## src/rtl/mem_arb_pkg.sv

```systemverilog
// rtl/mem_arb_pkg.sv - shared encodings and default widths for the memory port arbiter
package mem_arb_pkg;

   localparam int DEF_ADDR_W       = 32;
   localparam int DEF_DATA_W       = 32;
   localparam int DEF_STARVE_LIMIT = 4;

   typedef enum logic [1:0] {
      ST_IDLE  = 2'd0,
      ST_ISSUE = 2'd1,
      ST_WAIT  = 2'd2,
      ST_RESP  = 2'd3
   } arbState_t;

   typedef enum logic {
      OWN_I = 1'b0,
      OWN_D = 1'b1
   } owner_t;

   // Width of a counter that must hold 0..limit inclusive.
   function automatic int cntWidth(input int limit);
      return (limit < 2) ? 1 : $clog2(limit + 1);
   endfunction

endpackage

```

## src/rtl/mem_port_arbiter_if.sv

```systemverilog
// rtl/mem_port_arbiter_if.sv - fetch, data and memory handshake bundle of the port arbiter
interface mem_port_arbiter_if import mem_arb_pkg::*; #(
   parameter int ADDR_W = DEF_ADDR_W,
   parameter int DATA_W = DEF_DATA_W
) ();

   localparam int STRB_W = DATA_W / 8;

   logic              i_req_valid;
   logic [ADDR_W-1:0] i_req_addr;
   logic              i_req_ready;
   logic              i_resp_valid;
   logic [DATA_W-1:0] i_resp_data;

   logic              d_req_valid;
   logic              d_req_we;
   logic [ADDR_W-1:0] d_req_addr;
   logic [DATA_W-1:0] d_req_wdata;
   logic [STRB_W-1:0] d_req_wstrb;
   logic              d_req_ready;
   logic              d_resp_valid;
   logic [DATA_W-1:0] d_resp_data;

   logic              m_req_valid;
   logic              m_req_ready;
   logic              m_req_we;
   logic [ADDR_W-1:0] m_req_addr;
   logic [DATA_W-1:0] m_req_wdata;
   logic [STRB_W-1:0] m_req_wstrb;
   logic              m_resp_valid;
   logic [DATA_W-1:0] m_resp_data;

   logic              busy;

   // The arbiter itself
   modport slave (
      input  i_req_valid, i_req_addr,
      output i_req_ready, i_resp_valid, i_resp_data,
      input  d_req_valid, d_req_we, d_req_addr, d_req_wdata, d_req_wstrb,
      output d_req_ready, d_resp_valid, d_resp_data,
      output m_req_valid, m_req_we, m_req_addr, m_req_wdata, m_req_wstrb,
      input  m_req_ready, m_resp_valid, m_resp_data,
      output busy
   );

   // Requesters and memory seen as one environment
   modport master (
      output i_req_valid, i_req_addr,
      input  i_req_ready, i_resp_valid, i_resp_data,
      output d_req_valid, d_req_we, d_req_addr, d_req_wdata, d_req_wstrb,
      input  d_req_ready, d_resp_valid, d_resp_data,
      input  m_req_valid, m_req_we, m_req_addr, m_req_wdata, m_req_wstrb,
      output m_req_ready, m_resp_valid, m_resp_data,
      input  busy
   );

endinterface

```

## src/rtl/arb_prio_sel.sv

```systemverilog
// rtl/arb_prio_sel.sv - data-priority winner select with a saturating fetch starvation guard
module arb_prio_sel import mem_arb_pkg::*; #(
   parameter int STARVE_LIMIT = DEF_STARVE_LIMIT
) (
   input  logic clk,
   input  logic rst,
   input  logic arbEn,
   input  logic iValid,
   input  logic dValid,
   output logic grant_i,
   output logic grant_d
);

   localparam int CW = cntWidth(STARVE_LIMIT);

   logic [CW-1:0] starve_cnt;
   logic          forceI;

   always_comb begin
      forceI  = (STARVE_LIMIT != 0) && (starve_cnt == CW'(STARVE_LIMIT));
      grant_d = arbEn && dValid && !(iValid && forceI);
      grant_i = arbEn && iValid && !grant_d;
   end

   // Only grants that actually beat a waiting fetch count toward the limit.
   always_ff @(posedge clk) begin
      if (rst) begin
         starve_cnt <= '0;
      end else if (grant_i) begin
         starve_cnt <= '0;
      end else if (grant_d && iValid && (starve_cnt != CW'(STARVE_LIMIT))) begin
         starve_cnt <= starve_cnt + CW'(1);
      end
   end

endmodule

```

## src/rtl/mem_port_arbiter.sv

```systemverilog
// rtl/mem_port_arbiter.sv - shares one memory port between fetch and load/store, one transaction at a time
// Optional performance counters are built when ARB_PERF_CNT_EN is defined.
module mem_port_arbiter import mem_arb_pkg::*; #(
   parameter int ADDR_W       = DEF_ADDR_W,
   parameter int DATA_W       = DEF_DATA_W,
   parameter int STARVE_LIMIT = DEF_STARVE_LIMIT
) (
   input logic clk,
   input logic rst,
   mem_port_arbiter_if.slave bus
`ifdef ARB_PERF_CNT_EN
   ,
   output logic [31:0] perf_i_grants,
   output logic [31:0] perf_d_grants,
   output logic [31:0] perf_contention
`endif
);

   localparam int STRB_W = DATA_W / 8;

   arbState_t         state;
   arbState_t         stateNext;
   owner_t            owner;
   logic              grant_i;
   logic              grant_d;

   logic              mReqValid;
   logic              mReqWe;
   logic [ADDR_W-1:0] mReqAddr;
   logic [DATA_W-1:0] mReqWdata;
   logic [STRB_W-1:0] mReqWstrb;
   logic              iRespValid;
   logic [DATA_W-1:0] iRespData;
   logic              dRespValid;
   logic [DATA_W-1:0] dRespData;
   logic              busyQ;

   arb_prio_sel #(
      .STARVE_LIMIT(STARVE_LIMIT)
   ) u_sel (
      .clk    (clk),
      .rst    (rst),
      .arbEn  (state == ST_IDLE),
      .iValid (bus.i_req_valid),
      .dValid (bus.d_req_valid),
      .grant_i(grant_i),
      .grant_d(grant_d)
   );

   always_comb begin
      stateNext = state;
      case (state)
         ST_IDLE:  if (grant_i || grant_d) stateNext = ST_ISSUE;
         ST_ISSUE: if (bus.m_req_ready)    stateNext = ST_WAIT;
         ST_WAIT:  if (bus.m_resp_valid)   stateNext = ST_RESP;
         ST_RESP:  stateNext = ST_IDLE;
         default:  stateNext = ST_IDLE;
      endcase
   end

   // Status outputs are decoded from the next state so they flop alongside it.
   always_ff @(posedge clk) begin
      if (rst) begin
         state      <= ST_IDLE;
         owner      <= OWN_I;
         mReqValid  <= 1'b0;
         mReqWe     <= 1'b0;
         mReqAddr   <= '0;
         mReqWdata  <= '0;
         mReqWstrb  <= '0;
         iRespValid <= 1'b0;
         iRespData  <= '0;
         dRespValid <= 1'b0;
         dRespData  <= '0;
         busyQ      <= 1'b0;
      end else begin
         state      <= stateNext;
         mReqValid  <= (stateNext == ST_ISSUE);
         busyQ      <= (stateNext != ST_IDLE);
         iRespValid <= (stateNext == ST_RESP) && (owner == OWN_I);
         dRespValid <= (stateNext == ST_RESP) && (owner == OWN_D);

         if (grant_d) begin
            owner     <= OWN_D;
            mReqWe    <= bus.d_req_we;
            mReqAddr  <= bus.d_req_addr;
            mReqWdata <= bus.d_req_wdata;
            mReqWstrb <= bus.d_req_wstrb;
         end else if (grant_i) begin
            owner     <= OWN_I;
            mReqWe    <= 1'b0;
            mReqAddr  <= bus.i_req_addr;
            mReqWdata <= '0;
            mReqWstrb <= '0;
         end

         // Store acks carry whatever the memory drives; the data port sees zero.
         if ((state == ST_WAIT) && bus.m_resp_valid) begin
            if (owner == OWN_D) begin
               dRespData <= mReqWe ? '0 : bus.m_resp_data;
            end else begin
               iRespData <= bus.m_resp_data;
            end
         end
      end
   end

   assign bus.i_req_ready  = grant_i;
   assign bus.d_req_ready  = grant_d;
   assign bus.m_req_valid  = mReqValid;
   assign bus.m_req_we     = mReqWe;
   assign bus.m_req_addr   = mReqAddr;
   assign bus.m_req_wdata  = mReqWdata;
   assign bus.m_req_wstrb  = mReqWstrb;
   assign bus.i_resp_valid = iRespValid;
   assign bus.i_resp_data  = iRespData;
   assign bus.d_resp_valid = dRespValid;
   assign bus.d_resp_data  = dRespData;
   assign bus.busy         = busyQ;

`ifdef ARB_PERF_CNT_EN
   always_ff @(posedge clk) begin
      if (rst) begin
         perf_i_grants   <= '0;
         perf_d_grants   <= '0;
         perf_contention <= '0;
      end else begin
         if (grant_i) perf_i_grants <= perf_i_grants + 32'd1;
         if (grant_d) perf_d_grants <= perf_d_grants + 32'd1;
         if ((state == ST_IDLE) && bus.i_req_valid && bus.d_req_valid) begin
            perf_contention <= perf_contention + 32'd1;
         end
      end
   end
`endif

endmodule

```

## src/flat_wrapper.sv

```systemverilog
// flat-port wrapper written by rule: the top's interface ports become plain ports
module mem_port_arbiter_flat import mem_arb_pkg::*;
#(
   parameter int ADDR_W       = DEF_ADDR_W,
   parameter int DATA_W       = DEF_DATA_W,
   parameter int STARVE_LIMIT = DEF_STARVE_LIMIT
)
  (clk, rst, bus_i_req_valid, bus_i_req_addr, bus_i_req_ready, bus_i_resp_valid, bus_i_resp_data, bus_d_req_valid, bus_d_req_we, bus_d_req_addr, bus_d_req_wdata, bus_d_req_wstrb, bus_d_req_ready, bus_d_resp_valid, bus_d_resp_data, bus_m_req_valid, bus_m_req_we, bus_m_req_addr, bus_m_req_wdata, bus_m_req_wstrb, bus_m_req_ready, bus_m_resp_valid, bus_m_resp_data, bus_busy);
  mem_port_arbiter_if #(.ADDR_W(ADDR_W), .DATA_W(DATA_W)) bus_i ();
  input logic clk;
  input logic rst;
  input wire logic [$bits(bus_i.i_req_valid)-1:0] bus_i_req_valid;
  input wire logic [$bits(bus_i.i_req_addr)-1:0] bus_i_req_addr;
  output wire logic [$bits(bus_i.i_req_ready)-1:0] bus_i_req_ready;
  output wire logic [$bits(bus_i.i_resp_valid)-1:0] bus_i_resp_valid;
  output wire logic [$bits(bus_i.i_resp_data)-1:0] bus_i_resp_data;
  input wire logic [$bits(bus_i.d_req_valid)-1:0] bus_d_req_valid;
  input wire logic [$bits(bus_i.d_req_we)-1:0] bus_d_req_we;
  input wire logic [$bits(bus_i.d_req_addr)-1:0] bus_d_req_addr;
  input wire logic [$bits(bus_i.d_req_wdata)-1:0] bus_d_req_wdata;
  input wire logic [$bits(bus_i.d_req_wstrb)-1:0] bus_d_req_wstrb;
  output wire logic [$bits(bus_i.d_req_ready)-1:0] bus_d_req_ready;
  output wire logic [$bits(bus_i.d_resp_valid)-1:0] bus_d_resp_valid;
  output wire logic [$bits(bus_i.d_resp_data)-1:0] bus_d_resp_data;
  output wire logic [$bits(bus_i.m_req_valid)-1:0] bus_m_req_valid;
  output wire logic [$bits(bus_i.m_req_we)-1:0] bus_m_req_we;
  output wire logic [$bits(bus_i.m_req_addr)-1:0] bus_m_req_addr;
  output wire logic [$bits(bus_i.m_req_wdata)-1:0] bus_m_req_wdata;
  output wire logic [$bits(bus_i.m_req_wstrb)-1:0] bus_m_req_wstrb;
  input wire logic [$bits(bus_i.m_req_ready)-1:0] bus_m_req_ready;
  input wire logic [$bits(bus_i.m_resp_valid)-1:0] bus_m_resp_valid;
  input wire logic [$bits(bus_i.m_resp_data)-1:0] bus_m_resp_data;
  output wire logic [$bits(bus_i.busy)-1:0] bus_busy;
  assign bus_i.i_req_valid = bus_i_req_valid;
  assign bus_i.i_req_addr = bus_i_req_addr;
  assign bus_i_req_ready = bus_i.i_req_ready;
  assign bus_i_resp_valid = bus_i.i_resp_valid;
  assign bus_i_resp_data = bus_i.i_resp_data;
  assign bus_i.d_req_valid = bus_d_req_valid;
  assign bus_i.d_req_we = bus_d_req_we;
  assign bus_i.d_req_addr = bus_d_req_addr;
  assign bus_i.d_req_wdata = bus_d_req_wdata;
  assign bus_i.d_req_wstrb = bus_d_req_wstrb;
  assign bus_d_req_ready = bus_i.d_req_ready;
  assign bus_d_resp_valid = bus_i.d_resp_valid;
  assign bus_d_resp_data = bus_i.d_resp_data;
  assign bus_m_req_valid = bus_i.m_req_valid;
  assign bus_m_req_we = bus_i.m_req_we;
  assign bus_m_req_addr = bus_i.m_req_addr;
  assign bus_m_req_wdata = bus_i.m_req_wdata;
  assign bus_m_req_wstrb = bus_i.m_req_wstrb;
  assign bus_i.m_req_ready = bus_m_req_ready;
  assign bus_i.m_resp_valid = bus_m_resp_valid;
  assign bus_i.m_resp_data = bus_m_resp_data;
  assign bus_busy = bus_i.busy;
  mem_port_arbiter #(.ADDR_W(ADDR_W), .DATA_W(DATA_W), .STARVE_LIMIT(STARVE_LIMIT)) u_core (.clk(clk), .rst(rst), .bus(bus_i));
endmodule
```

## config.mk

```make
export PLATFORM = sky130hd
export DESIGN_NAME = mem_port_arbiter_flat
export DESIGN_NICKNAME = d
export VERILOG_FILES = /design/src/rtl/mem_arb_pkg.sv /design/src/rtl/mem_port_arbiter_if.sv /design/src/rtl/arb_prio_sel.sv /design/src/rtl/mem_port_arbiter.sv /design/src/flat_wrapper.sv
export SDC_FILE = /design/constraint.sdc
export NUM_CORES = 1
export LEC_CHECK = 0
export BUFFER_PORTS_ARGS = -buffer_cell sky130_fd_sc_hd__buf_4
export CORE_ASPECT_RATIO = 0.7
export CORE_MARGIN = 8
export CORE_UTILIZATION = 46
export DETAILED_ROUTE_END_ITERATION = 12
export MAX_ROUTING_LAYER = met4
export PLACE_DENSITY = 0.88
export SLEW_MARGIN = 25
export SYNTH_ARGS = -nofsm -noshare
export SYNTH_HDL_FRONTEND = slang
export SYNTH_SLANG_ARGS = --single-unit
```

## constraint.sdc

```tcl
create_clock -name clk -period 1.75 [get_ports clk]
set_input_delay 0.35 -clock clk [delete_from_list [all_inputs] [get_ports clk]]
set_output_delay 0.35 -clock clk [all_outputs]
set_load 0.02 [all_outputs]
```

==> flow_summary.json, run 1 <==
{
  "synth_seq_area_share_pct": 49.7,
  "n_antenna_cell": 0,
  "drtPass1Iterations": 5,
  "fin_area_um2": 8770,
  "placed_area_um2": 8060,
  "syn2layout_area_growth_pct": 52.2,
  "grt_pass1_wl_mm": 31.9,
  "gp_congestion": 0.826,
  "power_uw": 8990,
  "outcome": "finished, final reports clean",
  "die_h_um": 110,
  "vias_per_cell": 5.60,
  "cts_hold_buf": 0,
  "grt_max_degree": 90,
  "ys.warnings.count": 0,
  "finClkSkew_ns": 0.0108,
  "period_minus_slack_ns": 1.74,
  "clk_pin_slew_ns": 0.06,
  "grt_pass1_vias": 6123,
  "vias": 6288,
  "path_class": "reg2out",
  "cts_tree": "done",
  "coreArea_um2": 12300,
  "worstSetupStartpointType": "register",
  "muxShareOfSynthArea_pct": 0,
  "power.leakage_uw": 0.00361,
  "fmax_ghz": 0.576,
  "clock-root-buffer": "clkbuf_16",
  "layout.nets": 1090,
  "tightest_slew_ns": 0.454,
  "post-route-util_pct": 71.1,
  "wl_mm": 20.8,
  "synth_cell_types": 35,
  "globalRouteOverflowTotal": 0,
  "rr_startpoint": "u_core.u_sel.starve_cnt[1]",
  "hpwlAfterDp_mm": 14.6,
  "drc": 0,
  "min_from": "bus_m_req_ready",
  "cts_buffers": 17,
  "ir_drop_mv": 0.724,
  "ys_ff_latch": 143,
  "grtUsageTotal_pct": 24.8,
  "row_count": 34,
  "fin_crit_sh_pct": 99.2,
  "syn_inst": 700,
  "synthSimpleGateAreaFrac_pct": 20.1,
  "dieArea_um2": 16400,
  "endpoint_kind": "primary output",
  "die_w_um": 150,
  "hold_path_class": "in2reg",
  "cts_sinks": 143,
  "power.density_nw_per_um2": 1030,
  "htree_levels": 4,
  "drt-wirelength-per-cell_um": 18.5,
  "cp_data_arrival_time_ns": 1.39,
  "tns_ns": 0,
  "setup_viol": 0,
  "antenna_found_initial": 0,
  "worstPathRequired_ns": 1.40,
  "synth-adder-area-share_pct": 0.434,
  "clock_latency_ns": 0.40,
  "synth_area_um2": 5760,
  "rsz0062_at_grt": "true",
  "synth_nets": 841,
  "ant_nets": 0,
  "drv_cap": 0,
  "synth_top_family_by_area": "compound AO/OA/AOI/OAI gates",
  "crit_start": "u_core.state[1]",
  "initial_core_util_pct": 46.7,
  "slew_headroom_pct": 69.7,
  "clock_path_buffers": 2,
  "synth-xor-area-share_pct": 0,
  "final_hold_viol_count": 0,
  "hold_slack_ns": 0.174,
  "synth_compound_area_share_pct": 23.8,
  "pin_count": 278,
  "final-max-slew-violation-count": 0,
  "portBuffers": 277,
  "syn_avg_cell_area_um2": 8.23,
  "worstPathMaxFanout": 4,
  "fill_cells": 969,
  "drive_gt1_share_pct": 36.9,
  "first_iter_violations": 396
}
[synth_stat cells (all sizes together)]
| cell type | n | share of area (%) |
|---|---|---|
| clkbuf | 53 | 3.5 |
| or2 | 3 | 0.33 |
| a2111oi | 1 | 0.15 |
| dfxtp | 143 | 50 |
| nor3 | 1 | 0.087 |
| and3 | 1 | 0.11 |
| a311oi | 32 | 4.9 |
| nor3b | 3 | 0.59 |
| o21bai | 1 | 0.13 |
| ha | 2 | 0.43 |
| nand2b | 1 | 0.11 |
| nand3b | 33 | 4.3 |
| or3b | 2 | 0.30 |
| nand4bb | 1 | 0.20 |
| nand4 | 2 | 0.22 |
| inv | 3 | 0.20 |
| a211oi | 1 | 0.13 |
| a21o | 1 | 0.13 |
| or3 | 1 | 0.11 |
| nor4bb | 1 | 0.17 |
| nand3 | 70 | 6.1 |
| and4b | 1 | 0.17 |
| nor2 | 7 | 0.50 |
| nand2 | 102 | 6.6 |
| nand4b | 1 | 0.15 |
| a21boi | 1 | 0.13 |
| buf | 22 | 2.3 |
| o21ai | 71 | 6.2 |
| a21oi | 139 | 12 |
[placed cells by master, fill, tap and decap left out, types with 2 or more instances in the layout]
cell type | Yosys | final
a21oi_1 | 139 | 139
a311oi_1 | 32 | 32
buf_12 | 0 | 13
buf_4 | 0 | 289
buf_6 | 4 | 2
bufinv_16 | 0 | 4
clkbuf_16 | 0 | 17
clkinv_2 | 0 | 2
clkinv_4 | 0 | 4
clkinvlp_4 | 0 | 2
dfxtp_1 | 143 | 139
dfxtp_2 | 0 | 2
dfxtp_4 | 0 | 2
inv_2 | 0 | 3
nand2_1 | 102 | 101
nand3_1 | 70 | 69
nand3b_1 | 33 | 33
nand4_1 | 2 | 2
nor2_1 | 6 | 3
nor2_2 | 1 | 3
nor3b_1 | 2 | 2
o21ai_0 | 61 | 61
o21ai_1 | 10 | 10
or2_2 | 2 | 2
[flip-flops by register name, summed over array words and instances, names as in the netlist]
signal                   cells
u_core.bus.d_resp_data      32
u_core.bus.m_req_wdata      32
u_core.bus.m_req_valid       1
u_core.owner                 1
u_core.state                 2
u_core.bus.m_req_addr       32
u_core.bus.m_req_we          1
u_core.bus.busy              1
u_core.u_sel.starve_cnt      3
u_core.bus.i_resp_valid      1
u_core.bus.d_resp_valid      1
u_core.bus.m_req_wstrb       4
u_core.bus.i_resp_data      32
[critical path, cell delays in order (launching register included)]
cell and delay, ns:
dfxtp_4 0.36, or3b_4 0.42, nor2_4 0.09, buf_6 0.12
[metrics by stage]
step / cells / setup WS (ns)
after floorplan: 700 / 0.0861
after global placement: 1086 / 0.220
after detailed placement: 1086 / 0.165
after CTS: 1123 / -0.0187
after global routing: 1123 / -0.0411
final: 1123 / 0.0131
[power by group]
part           switching (µW)  internal [µW]  leakage [µW]
Sequential                112           3450       0.00117
Clock                    1400           2390      0.000296
Combinational             887            755       0.00214
[layer usage]
layer	GRT usage, %	share of wire [%]	vias to the layer above	routed length [µm]
li1	-	-	2997	-
met1	29.5	40	2949	8300
met2	40.3	48	324	9990
met3	8.59	11	18	2350
met4	5.33	0.85	0	178
met5	-	0	-	0
[path summary, 6_finish.rpt]
path	to	cells after the start	slack, ns
max	bus_i_req_ready	3	0.01
min	u_core.bus.m_req_valid	2	0.17
min reg2reg	u_core.bus.d_resp_data[31]	2	0.45
max reg2reg	u_core.bus.m_req_addr[4]	7	0.11
[final cells by class]
class / count / area, µm² / area share [%]
flip-flops and latches: 143 / 2870 / 32.8
multi-input cells: 479 / 2610 / 29.7
inverters: 3 / 11.3 / 0.128
clock inverters: 13 / 189 / 2.16
clock buffers: 18 / 429 / 4.90
well taps: 162 / 203 / 2.31
repair buffers: 305 / 2460 / 28.0
[logic make-up (layout without fill, tap and decap cells)]
logic type / count (synthesis) / in the layout
AOI/OAI and AO/OA: 247 / 247
DFF: 143 / 143
and+or+nand+nor: 230 / 230
adders and majority gates: 2 / 2
buffers and inverters: 78 / 339
[timing repair]
action	4_1_cts	5_1_grt
resized for setup	13	6
setup buffers	6	0
endpoints found under the hold margin	0	0
endpoints found under the setup margin	2	2
pin swaps	5	0
No activity file was read; power rests on OpenSTA's default activity.
==> run 2: changes to the inputs <==
--- a/config.mk
+++ b/config.mk
@@ -8,10 +8,10 @@
 export BUFFER_PORTS_ARGS = -buffer_cell sky130_fd_sc_hd__buf_4
 export CORE_ASPECT_RATIO = 0.7
 export CORE_MARGIN = 8
-export CORE_UTILIZATION = 46
+export CORE_UTILIZATION = 50
 export DETAILED_ROUTE_END_ITERATION = 12
 export MAX_ROUTING_LAYER = met4
-export PLACE_DENSITY = 0.88
+export PLACE_DENSITY = 0.94
 export SLEW_MARGIN = 25
 export SYNTH_ARGS = -nofsm -noshare
 export SYNTH_HDL_FRONTEND = slang
==> constraint.sdc (replaced) <==
create_clock -name clk -period 2 [get_ports clk]
set_input_delay 0.4 -clock clk [delete_from_list [all_inputs] [get_ports clk]]
set_output_delay 0.4 -clock clk [all_outputs]
set_load 0.02 [all_outputs]
==> run 2 against run 1 <==
Net effect:
- sequential share of layout area grew 0.28 points
- clock skew increased by 0.0022 ns
- clock power down 2%
- critical path type unchanged
- critical endpoint is now bus_d_req_ready
==> flow_summary.json, run 2 (same netlist as run 1, synthesis figures left out) <==
{
  "outcome": "finished, final reports clean",
  "die_w_um": 144,
  "rsz0062_at_grt": "false",
  "vias_per_cell": 5.74,
  "cts_tree": "done",
  "gp_congestion": 0.861,
  "hold_path_class": "in2reg",
  "setup_viol": 0,
  "vias": 6383,
  "period_minus_slack_ns": 1.93,
  "globalRouteOverflowTotal": 0,
  "drc": 0,
  "path_class": "reg2out",
  "slew_headroom_pct": 55.3,
  "cts_sinks": 143,
  "fin_crit_sh_pct": 96.3,
  "power.leakage_uw": 0.00359,
  "grtUsageTotal_pct": 27.3,
  "drt-wirelength-per-cell_um": 19.2,
  "ant_nets": 0,
  "drive_gt1_share_pct": 36.5,
  "worstSetupStartpointType": "register",
  "first_iter_violations": 489,
  "clock_latency_ns": 0.41,
  "antenna_found_initial": 0,
  "portBuffers": 277,
  "drv_cap": 0,
  "layout_common_cells": "buf_4, dfxtp_1, a21oi_1",
  "endpoint_kind": "primary output",
  "cts_buffers": 17,
  "power_uw": 8220,
  "pin_count": 278,
  "worstPathRequired_ns": 1.60,
  "final-max-slew-violation-count": 0,
  "fmax_ghz": 0.519,
  "grt_pass1_wl_mm": 32.4,
  "grt_max_degree": 69,
  "cp_data_arrival_time_ns": 1.53,
  "hpwlAfterDp_mm": 14.8,
  "layout.nets": 1087,
  "finClkSkew_ns": 0.0131,
  "grt_pass1_vias": 6136,
  "n_antenna_cell": 0,
  "power.density_nw_per_um2": 948,
  "worstPathMaxFanout": 4,
  "fill_cells": 767,
  "htree_levels": 4,
  "cts_hold_buf": 0,
  "dieArea_um2": 15300,
  "row_count": 32,
  "drtPass1Iterations": 6,
  "initial_core_util_pct": 51.7,
  "syn2layout_area_growth_pct": 50.7,
  "coreArea_um2": 11100,
  "wl_mm": 21.4,
  "final_common_cell": "buf_4",
  "tightest_slew_ns": 0.671,
  "clock_path_buffers": 2,
  "clock-root-buffer": "clkbuf_16",
  "die_h_um": 106,
  "clk_pin_slew_ns": 0.06,
  "final_hold_viol_count": 0,
  "ir_drop_mv": 0.793,
  "tns_ns": 0
}
## run 2: changes by cell type in the layout (fill, tap and decap cells not counted), sizes merged
cell      change
clkinvlp      -1
clkinv        -4
buf           -3
inv           +4
bufinv        +2
## run 2: metal layers
metal	global-route usage (%)	part of all wire, %	up-vias
met1	31.3	37	2998
met5	-	0	-
met4	9.25	2.8	0
met2	45.0	49	357
met3	8.07	11	47
li1	-	-	2981
## run 2: what timing repair did
item                                    CTS  global route
setup buffers                             1             4
endpoints found under the setup margin    2             2
cloned                                    0             0
resized for setup                         8             3
pin swaps                                 1             2
## run 2: worst max-delay path, stage by stage, from the launching register on
cell	delay, ns
dfxtp_1	0.32
inv_1	0.09
ha_2	0.23
nand3_2	0.17
nand2_2	0.11
inv_1	0.04
buf_4	0.16
## run 2: layout make-up
class / count / area [µm²] / area share (%)
timing repair buffer: 302 / 2320 / 26.7
clock buffer: 18 / 439 / 5.06
multi-input combinational: 479 / 2590 / 29.9
clock inverter: 14 / 251 / 2.90
tap: 153 / 191 / 2.21
inverter: 3 / 11.3 / 0.130
sequential: 143 / 2870 / 33.0
## run 2: worst paths after layout
path,start,to,slack (ns),cells past startpoint
setup / recovery,u_core.u_sel.starve_cnt[0],bus_d_req_ready,0.07,6
hold / removal,bus_m_req_ready,u_core.bus.m_req_valid,0.23,2
setup reg to reg,u_core.state[1],u_core.bus.m_req_addr[0],0.15,4
hold reg to reg,u_core.bus.d_resp_data[0],u_core.bus.d_resp_data[0],0.45,2
## run 2: per-stage QoR
step	instances	hold slack [ns]	cell area, µm²	util [%]	setup WS [ns]
final	1112	0.226	8680	78.0	0.0745
after floorplan	700	0.449	5760	-	0.286
after detailed placement	1076	0.445	7930	71.2	0.188
after global routing	1112	0.226	8680	78.0	0.0196
after global placement	1076	0.439	7930	71.2	0.266
after CTS	1109	0.215	8650	77.7	-0.0149
## run 2: report_power, final
part,total (µW),internal [µW],switching (µW)
clock network,3700,2400,1290
registers,3120,3020,105
logic,1400,621,780
